$ cat src/rtl/pe_alloc_pkg.sv
// Shared types and cluster geometry for the mesh PE allocator.
// Four 4x4 clusters, each with a reserved controller PE that is never allocated.
package pe_alloc_pkg;

    typedef enum logic [1:0] {
        CL_MTC  = 2'd0,
        CL_STC1 = 2'd1,
        CL_STC2 = 2'd2,
        CL_STC3 = 2'd3
    } cluster_e;

    typedef enum logic [1:0] {
        ST_IDLE   = 2'd0,
        ST_SELECT = 2'd1,
        ST_SCAN   = 2'd2,
        ST_GRANT  = 2'd3
    } state_e;

    localparam int         N_CL       = 4;
    localparam logic [3:0] LOCAL_FULL = 4'd15;

    // Packed tables: element [i] belongs to cluster i.
    localparam logic [3:0][1:0] CTRL_R  = {2'd3, 2'd3, 2'd0, 2'd0};
    localparam logic [3:0][1:0] CTRL_C  = {2'd0, 2'd3, 2'd3, 2'd0};
    localparam logic [3:0][5:0] ID_BASE = {6'd32, 6'd36, 6'd4, 6'd0};
    localparam logic [3:0][5:0] CTRL_ID = {6'd56, 6'd63, 6'd7, 6'd0};

    function automatic logic [3:0] ctrl_k(input logic [1:0] cl);
        return {CTRL_R[cl], CTRL_C[cl]};
    endfunction

    function automatic logic [2:0] manhattan(input logic [1:0] r, input logic [1:0] c,
                                             input logic [1:0] cr, input logic [1:0] cc);
        logic [2:0] dr;
        logic [2:0] dc;
        dr = (r >= cr) ? ({1'b0, r} - {1'b0, cr}) : ({1'b0, cr} - {1'b0, r});
        dc = (c >= cc) ? ({1'b0, c} - {1'b0, cc}) : ({1'b0, cc} - {1'b0, c});
        return dr + dc;
    endfunction

    function automatic logic [5:0] global_id(input logic [1:0] cl, input logic [3:0] k);
        return ID_BASE[cl] + {1'b0, k[3:2], 1'b0, k[1:0]};
    endfunction

endpackage

$ cat src/rtl/pe_alloc_scheduler_occ.sv
// Occupancy bitmap for one 4x4 cluster with set/clear/flush and popcount.
// Clear is applied after set, so it wins if both target the same bit.
module pe_cluster_occ (
    input  logic        clk_i,
    input  logic        rst_i,
    input  logic        flush_i,
    input  logic        set_i,
    input  logic [3:0]  set_idx_i,
    input  logic        clr_i,
    input  logic [3:0]  clr_idx_i,
    output logic [15:0] bits_o,
    output logic [3:0]  count_o
);

    logic [15:0] bits_q;

    always_ff @(posedge clk_i) begin
        if (rst_i || flush_i) begin
            bits_q <= '0;
        end else begin
            if (set_i) bits_q[set_idx_i] <= 1'b1;
            if (clr_i) bits_q[clr_idx_i] <= 1'b0;
        end
    end

    // The controller bit is never set, so the count cannot exceed 15.
    always_comb begin
        count_o = 4'd0;
        for (int i = 0; i < 16; i++) begin
            count_o = count_o + {3'b000, bits_q[i]};
        end
    end

    assign bits_o = bits_q;

endmodule

$ cat src/rtl/pe_alloc_scheduler.sv
// Task-to-PE allocator: picks a cluster by occupancy, then scans it for the
// idle PE closest to the cluster controller and returns its global id.
module pe_alloc_scheduler
    import pe_alloc_pkg::*;
#(
    parameter int unsigned TAG_W  = 8,
    parameter int unsigned TH_OCC = 11
) (
    input  logic             clk_i,
    input  logic             rst_i,
    input  logic             app_end_i,
    input  logic             req_valid_i,
    output logic             req_ready_o,
    input  logic [TAG_W-1:0] req_tag_i,
    output logic             gnt_valid_o,
    output logic             gnt_fail_o,
    output logic [TAG_W-1:0] gnt_tag_o,
    output logic [5:0]       gnt_pe_id_o,
    output logic [1:0]       gnt_cluster_o,
    input  logic             rel_valid_i,
    input  logic [5:0]       rel_pe_id_i,
    output logic             rel_err_o,
    output logic [6:0]       occ_total_o
);

    localparam logic [3:0] TH_OCC_W = 4'(TH_OCC);

    state_e             state_q;
    logic               req_ready_q;
    logic [TAG_W-1:0]   tag_q;
    logic [1:0]         cl_q;
    logic               fail_q;
    logic [3:0]         k_q;
    logic               found_q;
    logic [3:0]         best_k_q;
    logic [2:0]         best_d_q;
    logic               gnt_valid_q;
    logic               gnt_fail_q;
    logic [TAG_W-1:0]   gnt_tag_q;
    logic [5:0]         gnt_pe_id_q;
    logic [1:0]         gnt_cluster_q;
    logic               rel_err_q;
    logic [6:0]         occ_total_q;

    logic [3:0][15:0]   occ_bits;
    logic [3:0][3:0]    occ_cnt;
    logic [3:0]         set_en;
    logic [3:0]         clr_en;

    logic [1:0]         rel_cl;
    logic [3:0]         rel_k;
    logic               rel_hit;
    logic               rel_ok;

    logic [3:0]         stc_min;
    logic [1:0]         stc_idx;
    logic [1:0]         sel_cl_d;
    logic               sel_fail_d;

    logic               scan_cand;
    logic [2:0]         scan_dist;
    logic               found_d;
    logic [3:0]         best_k_d;
    logic [2:0]         best_d_d;

    // Cluster from the row/col MSBs: 00 MTC, 01 STC1, 11 STC2, 10 STC3.
    assign rel_cl  = {rel_pe_id_i[5], rel_pe_id_i[5] ^ rel_pe_id_i[2]};
    assign rel_k   = {rel_pe_id_i[4:3], rel_pe_id_i[1:0]};
    assign rel_hit = rel_valid_i && !app_end_i;
    assign rel_ok  = rel_hit && occ_bits[rel_cl][rel_k] && (rel_pe_id_i != CTRL_ID[rel_cl]);

    for (genvar g = 0; g < N_CL; g++) begin : g_cl
        assign set_en[g] = (state_q == ST_GRANT) && !fail_q && (cl_q == 2'(g));
        assign clr_en[g] = rel_ok && (rel_cl == 2'(g));

        pe_cluster_occ u_occ (
            .clk_i     (clk_i),
            .rst_i     (rst_i),
            .flush_i   (app_end_i),
            .set_i     (set_en[g]),
            .set_idx_i (best_k_q),
            .clr_i     (clr_en[g]),
            .clr_idx_i (rel_k),
            .bits_o    (occ_bits[g]),
            .count_o   (occ_cnt[g])
        );
    end

    always_comb begin
        stc_min    = LOCAL_FULL;
        stc_idx    = CL_STC1;
        sel_cl_d   = CL_MTC;
        sel_fail_d = 1'b0;
        for (int i = 1; i < N_CL; i++) begin
            if (occ_cnt[i] < stc_min) begin
                stc_min = occ_cnt[i];
                stc_idx = 2'(i);
            end
        end
        if (occ_cnt[0] >= TH_OCC_W) begin
            if (stc_min < LOCAL_FULL) sel_cl_d = stc_idx;
            else                      sel_fail_d = (occ_cnt[0] == LOCAL_FULL);
        end
    end

    always_comb begin
        scan_cand = !occ_bits[cl_q][k_q] && (k_q != ctrl_k(cl_q));
        scan_dist = manhattan(k_q[3:2], k_q[1:0], CTRL_R[cl_q], CTRL_C[cl_q]);
        found_d   = found_q;
        best_k_d  = best_k_q;
        best_d_d  = best_d_q;
        if (scan_cand && (!found_q || scan_dist < best_d_q)) begin
            found_d  = 1'b1;
            best_k_d = k_q;
            best_d_d = scan_dist;
        end
    end

    always_ff @(posedge clk_i) begin
        if (rst_i) begin
            state_q       <= ST_IDLE;
            req_ready_q   <= 1'b1;
            tag_q         <= '0;
            cl_q          <= CL_MTC;
            fail_q        <= 1'b0;
            k_q           <= 4'd0;
            found_q       <= 1'b0;
            best_k_q      <= 4'd0;
            best_d_q      <= 3'd0;
            gnt_valid_q   <= 1'b0;
            gnt_fail_q    <= 1'b0;
            gnt_tag_q     <= '0;
            gnt_pe_id_q   <= 6'd0;
            gnt_cluster_q <= 2'd0;
        end else if (app_end_i) begin
            state_q     <= ST_IDLE;
            req_ready_q <= 1'b1;
            gnt_valid_q <= 1'b0;
            gnt_fail_q  <= 1'b0;
        end else begin
            gnt_valid_q <= 1'b0;
            gnt_fail_q  <= 1'b0;
            case (state_q)
                ST_IDLE: begin
                    if (req_valid_i) begin
                        tag_q       <= req_tag_i;
                        req_ready_q <= 1'b0;
                        state_q     <= ST_SELECT;
                    end
                end
                ST_SELECT: begin
                    cl_q     <= sel_cl_d;
                    fail_q   <= sel_fail_d;
                    k_q      <= 4'd0;
                    found_q  <= 1'b0;
                    best_k_q <= 4'd0;
                    best_d_q <= 3'd0;
                    state_q  <= ST_SCAN;
                end
                ST_SCAN: begin
                    k_q      <= k_q + 4'd1;
                    found_q  <= found_d;
                    best_k_q <= best_k_d;
                    best_d_q <= best_d_d;
                    if (k_q == 4'd15) begin
                        state_q     <= ST_GRANT;
                        gnt_valid_q <= 1'b1;
                        gnt_tag_q   <= tag_q;
                        if (fail_q || !found_d) begin
                            fail_q        <= 1'b1;
                            gnt_fail_q    <= 1'b1;
                            gnt_pe_id_q   <= 6'd0;
                            gnt_cluster_q <= 2'd0;
                        end else begin
                            gnt_pe_id_q   <= global_id(cl_q, best_k_d);
                            gnt_cluster_q <= cl_q;
                        end
                    end
                end
                ST_GRANT: begin
                    req_ready_q <= 1'b1;
                    state_q     <= ST_IDLE;
                end
                default: state_q <= ST_IDLE;
            endcase
        end
    end

    always_ff @(posedge clk_i) begin
        if (rst_i) begin
            rel_err_q   <= 1'b0;
            occ_total_q <= 7'd0;
        end else begin
            rel_err_q   <= rel_hit && !rel_ok;
            occ_total_q <= {3'b000, occ_cnt[0]} + {3'b000, occ_cnt[1]}
                         + {3'b000, occ_cnt[2]} + {3'b000, occ_cnt[3]};
        end
    end

    assign req_ready_o   = req_ready_q;
    assign gnt_valid_o   = gnt_valid_q;
    assign gnt_fail_o    = gnt_fail_q;
    assign gnt_tag_o     = gnt_tag_q;
    assign gnt_pe_id_o   = gnt_pe_id_q;
    assign gnt_cluster_o = gnt_cluster_q;
    assign rel_err_o     = rel_err_q;
    assign occ_total_o   = occ_total_q;

endmodule

$ cat config.mk
export PLATFORM = sky130hd
export DESIGN_NAME = pe_alloc_scheduler
export DESIGN_NICKNAME = d
export VERILOG_FILES = /design/src/rtl/pe_alloc_pkg.sv /design/src/rtl/pe_alloc_scheduler_occ.sv /design/src/rtl/pe_alloc_scheduler.sv
export SDC_FILE = /design/constraint.sdc
export NUM_CORES = 1
export LEC_CHECK = 0
export BUFFER_PORTS_ARGS = -buffer_cell sky130_fd_sc_hd__buf_2
export CAP_MARGIN = 5
export CORE_MARGIN = 2
export CORE_UTILIZATION = 56
export DETAILED_ROUTE_END_ITERATION = 8
export PLACE_DENSITY = 0.89
export SLEW_MARGIN = 20
export SYNTH_ARGS = -nofsm -noshare
export SYNTH_HDL_FRONTEND = slang
export SYNTH_SLANG_ARGS = --single-unit
export TNS_END_PERCENT = 30
$ cat constraint.sdc
create_clock -name clk_i -period 6.21 [get_ports clk_i]
set_input_delay 0.9315 -clock clk_i [delete_from_list [all_inputs] [get_ports clk_i]]
set_output_delay 0.9315 -clock clk_i [all_outputs]
set_load 0.02 [all_outputs]
# ---- Word-level counts from Yosys, hierarchy flattened
# Index checks and enable logic that the tools add are counted.
dict set report totals {
  inputBits 19
  register_bits 116
  output_inout_bits 27
  word_cells 239
}
dict set report op_classes {
  bitwise 13
  n_addsub 70
  reduce_logical 42
  order_cmp 15
  eq_ne 17
  mux 62
}
# operator n
set op_table {}
lappend op_table {{4-bit by 1-bit adder with 4-bit output} 56}
lappend op_table {{16-bit two-way mux} 14}
lappend op_table {{16-bit AND} 4}
lappend op_table {{16-bit binary-select mux with 2-bit select} 2}
lappend op_table {{16-bit bitwise OR} 4}
lappend op_table {{6-bit binary-select mux with 2-bit select} 2}
lappend op_table {{2-bit two-way mux} 9}
lappend op_table {{6-bit two-way mux} 3}
lappend op_table {{1-bit logical AND} 17}
lappend op_table {{4-bit two-way mux} 4}
lappend op_table {{16-bit inverter} 1}
lappend op_table {{4-bit one-hot mux with 2 select lines} 2}
lappend op_table {{4-bit by 5-bit < comparator with 1-bit output (second input constant)} 3}
lappend op_table {{2-bit equality test (second input constant)} 6}
lappend op_table {{1-bit two-way mux} 12}
lappend op_table {{2-bit by 2-bit subtractor with 3-bit output} 4}
lappend op_table {{3-bit two-way mux} 3}
lappend op_table {{3-bit AND reduction} 3}
lappend op_table {{1-bit by 1-bit adder with 2-bit output} 4}
lappend op_table {{1-bit binary-select mux with 4-bit select} 2}
lappend op_table {{2-bit binary-select mux with 2-bit select} 2}
lappend op_table {{1-bit demux with 4-bit select} 2}
lappend op_table {{4-bit equality test (second input constant)} 2}
lappend op_table {{4-bit by 1-bit >= comparator with 1-bit output (second input constant)} 2}
lappend op_table {{30 further kinds} 56}

# ---- Longest topological paths before layout
dict set report logic_depth {
  ltp_word 25
  depth_mapped 27
  depth_no_buf 27
}

# ---- By module
# From an unflattened synthesis, not the netlist that was laid out.
dict set report unflattened {
  hier_cells 873
  area_unflattened_um2 8577.0
}
# mod cells_each area_each_um2 seq_area_each_um2 n_inst
set modules_own_cells {}
lappend modules_own_cells {pe_alloc_scheduler 424 4281.6 1001.0 1}
lappend modules_own_cells {{pe_cluster_occ (g_cl[0].u_occ ...)} 112 1071.0 320.3 3}
lappend modules_own_cells {{pe_cluster_occ (g_cl[3].u_occ)} 113 1082.3 320.3 1}

# ---- Least setup slack after synthesis
# No wires, ideal clock.
dict set report synth_path {
  path_kind {register to register}
  from {reg g_cl[2].u_occ.bits_q[0]}
  to {reg cl_q[0]}
  arrival_time_ns 5.818
  setup_ns 0.087
  required_ns 6.123
  slack_ns 0.305
  stages_incl_launch_ff 22
  period_less_slack_ns 5.905
  path_buffers 0
  path_cell_list {dfxtp_1 ha_1 inv_1 fa_1 inv_1 fa_1 fa_1 inv_1 fa_1 fa_1 fa_1 xor2_1 inv_1 ha_1 nand2_1 o21ai_1 mux2_2 ha_1 o31ai_1 nor4_1 o21a_1 o31ai_1}
}
dict set report synth_via {
  elab_chain_cells 22
  elab_cells_between_ends 24
  classes_between {15 x add/sub; 3 x order compare; 6 x mux}
}
# item line
set synth_lines {}
lappend synth_lines {{start, declared} pe_alloc_scheduler_occ.sv:15} ;# logic [15:0] bits_q;
lappend synth_lines {{start signal, assigned} pe_alloc_scheduler_occ.sv:19} ;# bits_q <= '0;
lappend synth_lines {{start signal, assigned by index} pe_alloc_scheduler_occ.sv:21} ;# if (set_i) bits_q[set_idx_i] <= 1'b1;
lappend synth_lines {{start signal, assigned by index} pe_alloc_scheduler_occ.sv:22} ;# if (clr_i) bits_q[clr_idx_i] <= 1'b0;
lappend synth_lines {{1-bit by 1-bit adder with 2-bit output *} pe_alloc_scheduler_occ.sv:30} ;# count_o = count_o + {3'b000, bits_q[i]};
lappend synth_lines {{4-bit by 1-bit adder with 4-bit output * (14 in a row)} pe_alloc_scheduler_occ.sv:30}
lappend synth_lines {{4-bit < comparator} pe_alloc_scheduler.sv:95} ;# if (occ_cnt[i] < stc_min) begin
lappend synth_lines {{4-bit two-way mux} pe_alloc_scheduler.sv:95}
lappend synth_lines {{4-bit < comparator} pe_alloc_scheduler.sv:95}
lappend synth_lines {{4-bit two-way mux} pe_alloc_scheduler.sv:95}
lappend synth_lines {{4-bit < comparator} pe_alloc_scheduler.sv:101} ;# if (stc_min < LOCAL_FULL) sel_cl_d = stc_idx;
lappend synth_lines {{2-bit two-way mux *} pe_alloc_scheduler.sv:101}
lappend synth_lines {{2-bit two-way mux *} pe_alloc_scheduler.sv:100} ;# if (occ_cnt[0] >= TH_OCC_W) begin
lappend synth_lines {{end signal, assigned} pe_alloc_scheduler.sv:152} ;# cl_q <= sel_cl_d;
lappend synth_lines {{end, declared} pe_alloc_scheduler.sv:31} ;# logic [1:0] cl_q;
# Mark *: on every way between the ends. The rest lies on a longest branch, timed or not.
# A chain may end at the register's enable or synchronous reset.

# ---- Worst setup path in the final report
dict set report layout_path {
  from {reg g_cl[2].u_occ.bits_q[0]}
  to {reg cl_q[1]}
}
# Same word-level chain as after synthesis.

==> impl_metrics.env <==
export IMPL_status="finished, final reports clean"
export IMPL_dpl_worst_slack_ns=-0.0798
export IMPL_grtUsageMet2_pct=45.3
export IMPL_cts_tree="built"
export IMPL_fmax_mhz=165
export IMPL_slew_headroom_pct=39.2
export IMPL_ant_nets=0
export IMPL_gr_max_usage_layer="met2"
export IMPL_whs_ns=0.448
export IMPL_grt_total_usage_pct=29.9
export IMPL_avgSynthCellArea_um2=9.21
export IMPL_core_mm2=0.0144
export IMPL_numCtsBuffers=17
export IMPL_cp_required_ns=6.56
export IMPL_drt_total_wl_um=23100
export IMPL_tightest_slew_ns=0.913
export IMPL_io_buffers=44
export IMPL_critPathLaunchType="flip-flop"
export IMPL_leakage_uw=0.00387
export IMPL_grt_ovfl_total=0
export IMPL_worstSetupEndpointType="flip-flop"
export IMPL_crit_slowest_cell="fa_1"
export IMPL_cts_clk_slew_worst_paths_ns=0.06
export IMPL_synth_compound_area_share_pct=16.8
export IMPL_hp_class="flip-flop to flip-flop"
export IMPL_cp_max_fo=4
export IMPL_synthSimpleGateAreaFrac_pct=12.4
export IMPL_antenna_found_initial=0
export IMPL_cts_root_buffer="clkbuf_16"
export IMPL_die_w_um=125
export IMPL_finalSetupViolCount=0
export IMPL_ys_seq_elements=114
export IMPL_ys_seq_area_share_pct=28.0
export IMPL_place_gp_congestion=1.03
export IMPL_grt_pass1_wl_um=36300
export IMPL_gr_usage_met3_pct=10.6
export IMPL_ys_types=60
export IMPL_die_area_mm2=0.0155
export IMPL_fin_crit_sh_pct=97.8
export IMPL_area_delta_synth_final_pct=13.9
export IMPL_p_per_area_mw_per_mm2=211
export IMPL_synth_top_area_share_pct=28.0
export IMPL_grtUsageMet1_pct=37.9
export IMPL_dr_pass1_iters=6
export IMPL_syn_area_mm2=0.00815
export IMPL_worstSkewPairLatency_ns=0.44
export IMPL_ys_dominant_reg_cell="dfxtp_1"
export IMPL_critPathKind="flip-flop to flip-flop"
export IMPL_grt_pass1_vias=6883
export IMPL_dp_cells=1079
export IMPL_clock_sinks=114
export IMPL_nets=1046
export IMPL_layoutNonFillerInstCount=1115
export IMPL_reg2reg_from="g_cl[2].u_occ.bits_o[0]$_SDFF_PP0_"
export IMPL_synth_mux_area_share_pct=11.9
export IMPL_vias=7131
export IMPL_fin_area_mm2=0.00929
export IMPL_fin_crit_ns=6.07
export IMPL_cts_buffer_depth=2
export IMPL_fin_skew_ns=0.00776
export IMPL_drcViolationCount=0
export IMPL_htreeDepth=4
export IMPL_power_uw=1960
export IMPL_crit_start="g_cl[2].u_occ.bits_o[0]$_SDFF_PP0_"
export IMPL_initial_utilization_pct=56.7
export IMPL_synth_fa_ha_area_share_pct=21.6
export IMPL_drive_above_1_share_pct=17.2
export IMPL_synth_area_leaders="dfxtp_1 (28%), fa_1 (13%), ha_1 (8.6%)"
export IMPL_wl_per_cell_um=20.7
export IMPL_hpwl_um=16500
export IMPL_synth_xor_area_share_pct=1.29
export IMPL_synth_nets=1013
export IMPL_layout_common_cells="dfxtp_1 (113), inv_1 (103), a21oi_1 (90), nor2_1 (74), nand2_1 (60)"
export IMPL_peakVddDrop_mv=0.189
export IMPL_die_h_um=125
export IMPL_dr_first_iter_drc_count=845
export IMPL_viasPerCell=6.40
export IMPL_n_fill_cell=1089
export IMPL_maxCapViolations=0
export IMPL_crit_chain="ha_1 -> inv_1 -> fa_1 -> inv_1 -> fa_2 -> fa_1 -> inv_1 -> fa_1 -> fa_2 -> fa_1 -> inv_1 -> ha_1 -> a21oi_4 -> o21ai_4 -> nand2_1 -> o21ai_1 -> ha_1 -> o21ai_0 -> o31a_1 -> o2111a_1 -> o21a_1 -> o31ai_1"
export IMPL_hp_start="gnt_pe_id_o[3]$_SDFFE_PP0P_"
export IMPL_core_rowCount=44
export IMPL_synthCells=885
export IMPL_final_common_cell="dfxtp_1"
export IMPL_hold_viol=0
export IMPL_max_stage_delay_ns=0.56
export IMPL_grt_start_max_net_pins=45
export IMPL_synth_area_leader_cell="dfxtp_1"
export IMPL_crit_arrival_ns=6.42
export IMPL_synth_top_family_by_area="adder cells"
export IMPL_drv_slew=0
export IMPL_yosysWarnings=0
export IMPL_worst_slack_ns=0.138
export IMPL_post_dp_cell_area_mm2=0.00845
export IMPL_n_antenna_cell=0
export IMPL_io_pins=46
export IMPL_async_flop_share_pct=0
export IMPL_cts_hold_buffers_added=0
export IMPL_synth_edf_count=0
cells by family (layout without fill, tap and decap cells):
group	count (synthesis)	after routing
AO/OA/AOI/OAI	216	216
XOR/XNOR	12	12
adder cells (fa/ha/maj)	109	109
buffers and inverters	156	202
flip-flops	114	114
multiplexers	57	57
other	1	1
AND/OR/NAND/NOR	220	220
what timing repair did:
action	4_1_cts	5_1_grt
cloned	0	0
pin swaps	0	17
buffers inserted	1	3
resized for setup	4	21
setup endpoints to repair	3	5
power breakdown:
part	total, uW	switching (uW)	internal (uW)
Sequential	739	2.71	736
Clock	1140	367	772
Combinational	84.6	57.1	27.4
Total	1960	426	1540
critical path: cells and delay by family (launching register included):
family / cells / cell delay [ns]
simple gates: 1 / 0.10
compound gates: 8 / 1.52
fa+ha+maj: 9 / 3.75
buf+inv: 4 / 0.27
flops: 1 / 0.33
cell usage after synthesis, types with 3 or more instances:
master	number
nand3_1	15
mux2i_1	22
buf_6	7
o21ai_1	4
a211oi_2	9
nand4_1	3
a21o_1	5
xnor2_1	3
a211oi_1	33
o21ai_0	34
o31a_1	3
buf_1	8
nor2_1	74
mux4_2	30
and2_1	5
xor2_1	9
and3_1	5
buf_4	3
nor3_1	18
o32ai_1	3
nand2_1	61
o31ai_1	9
clkbuf_1	23
nor4_1	5
fa_1	53
a21oi_1	93
dfxtp_1	114
nand2b_1	10
inv_1	104
buf_2	6
ha_1	56
inv_2	5
nor2b_1	12
a31oi_1	3
stage by stage:
stage	setup TNS, ns	util [%]
after global placement	0	58.8
after floorplan	0	-
after CTS	0	63.8
after detailed placement	-0.219	58.8
after global routing	-0.242	64.6
final	0	64.6
cell type report:
| class | count | area (um^2) | share of cell area (%) |
|---|---|---|---|
| clock buffers | 19 | 453 | 4.88 |
| clock inverters | 13 | 231 | 2.49 |
| inverters | 109 | 409 | 4.41 |
| multi-input cells | 615 | 5330 | 57.4 |
| flip-flops and latches | 114 | 2280 | 24.6 |
| well taps | 184 | 230 | 2.48 |
| repair buffers | 61 | 348 | 3.75 |
layer usage:
layer  share of wire [%]  vias to the layer above
met4                 5.6                        0
li1                    -                     3150
met5                   0                        -
met3                  12                      130
met2                  45                      533
met1                  37                     3318
state kept, by name, indices dropped and copies added (netlist names), 2 cells and up:
name / count
best_d_q: 3
k_q: 4
occ_total_o: 6
cl_q: 2
state_q: 2
tag_q: 8
gnt_tag_o: 8
g_cl.u_occ.bits_o: 64
best_k_q: 4
gnt_pe_id_o: 6
worst paths after layout:
path / end / slack [ns] / cells past startpoint
max: cl_q[1]$_SDFFE_PP0P_ / 0.14 / 22
min: gnt_pe_id_o[3]$_SDFFE_PP0P_ / 0.45 / 2
max reg2reg: cl_q[1]$_SDFFE_PP0P_ / 0.14 / 22
min reg2reg: gnt_pe_id_o[3]$_SDFFE_PP0P_ / 0.45 / 2
Note: power is estimated with default switching activity, not from simulation.
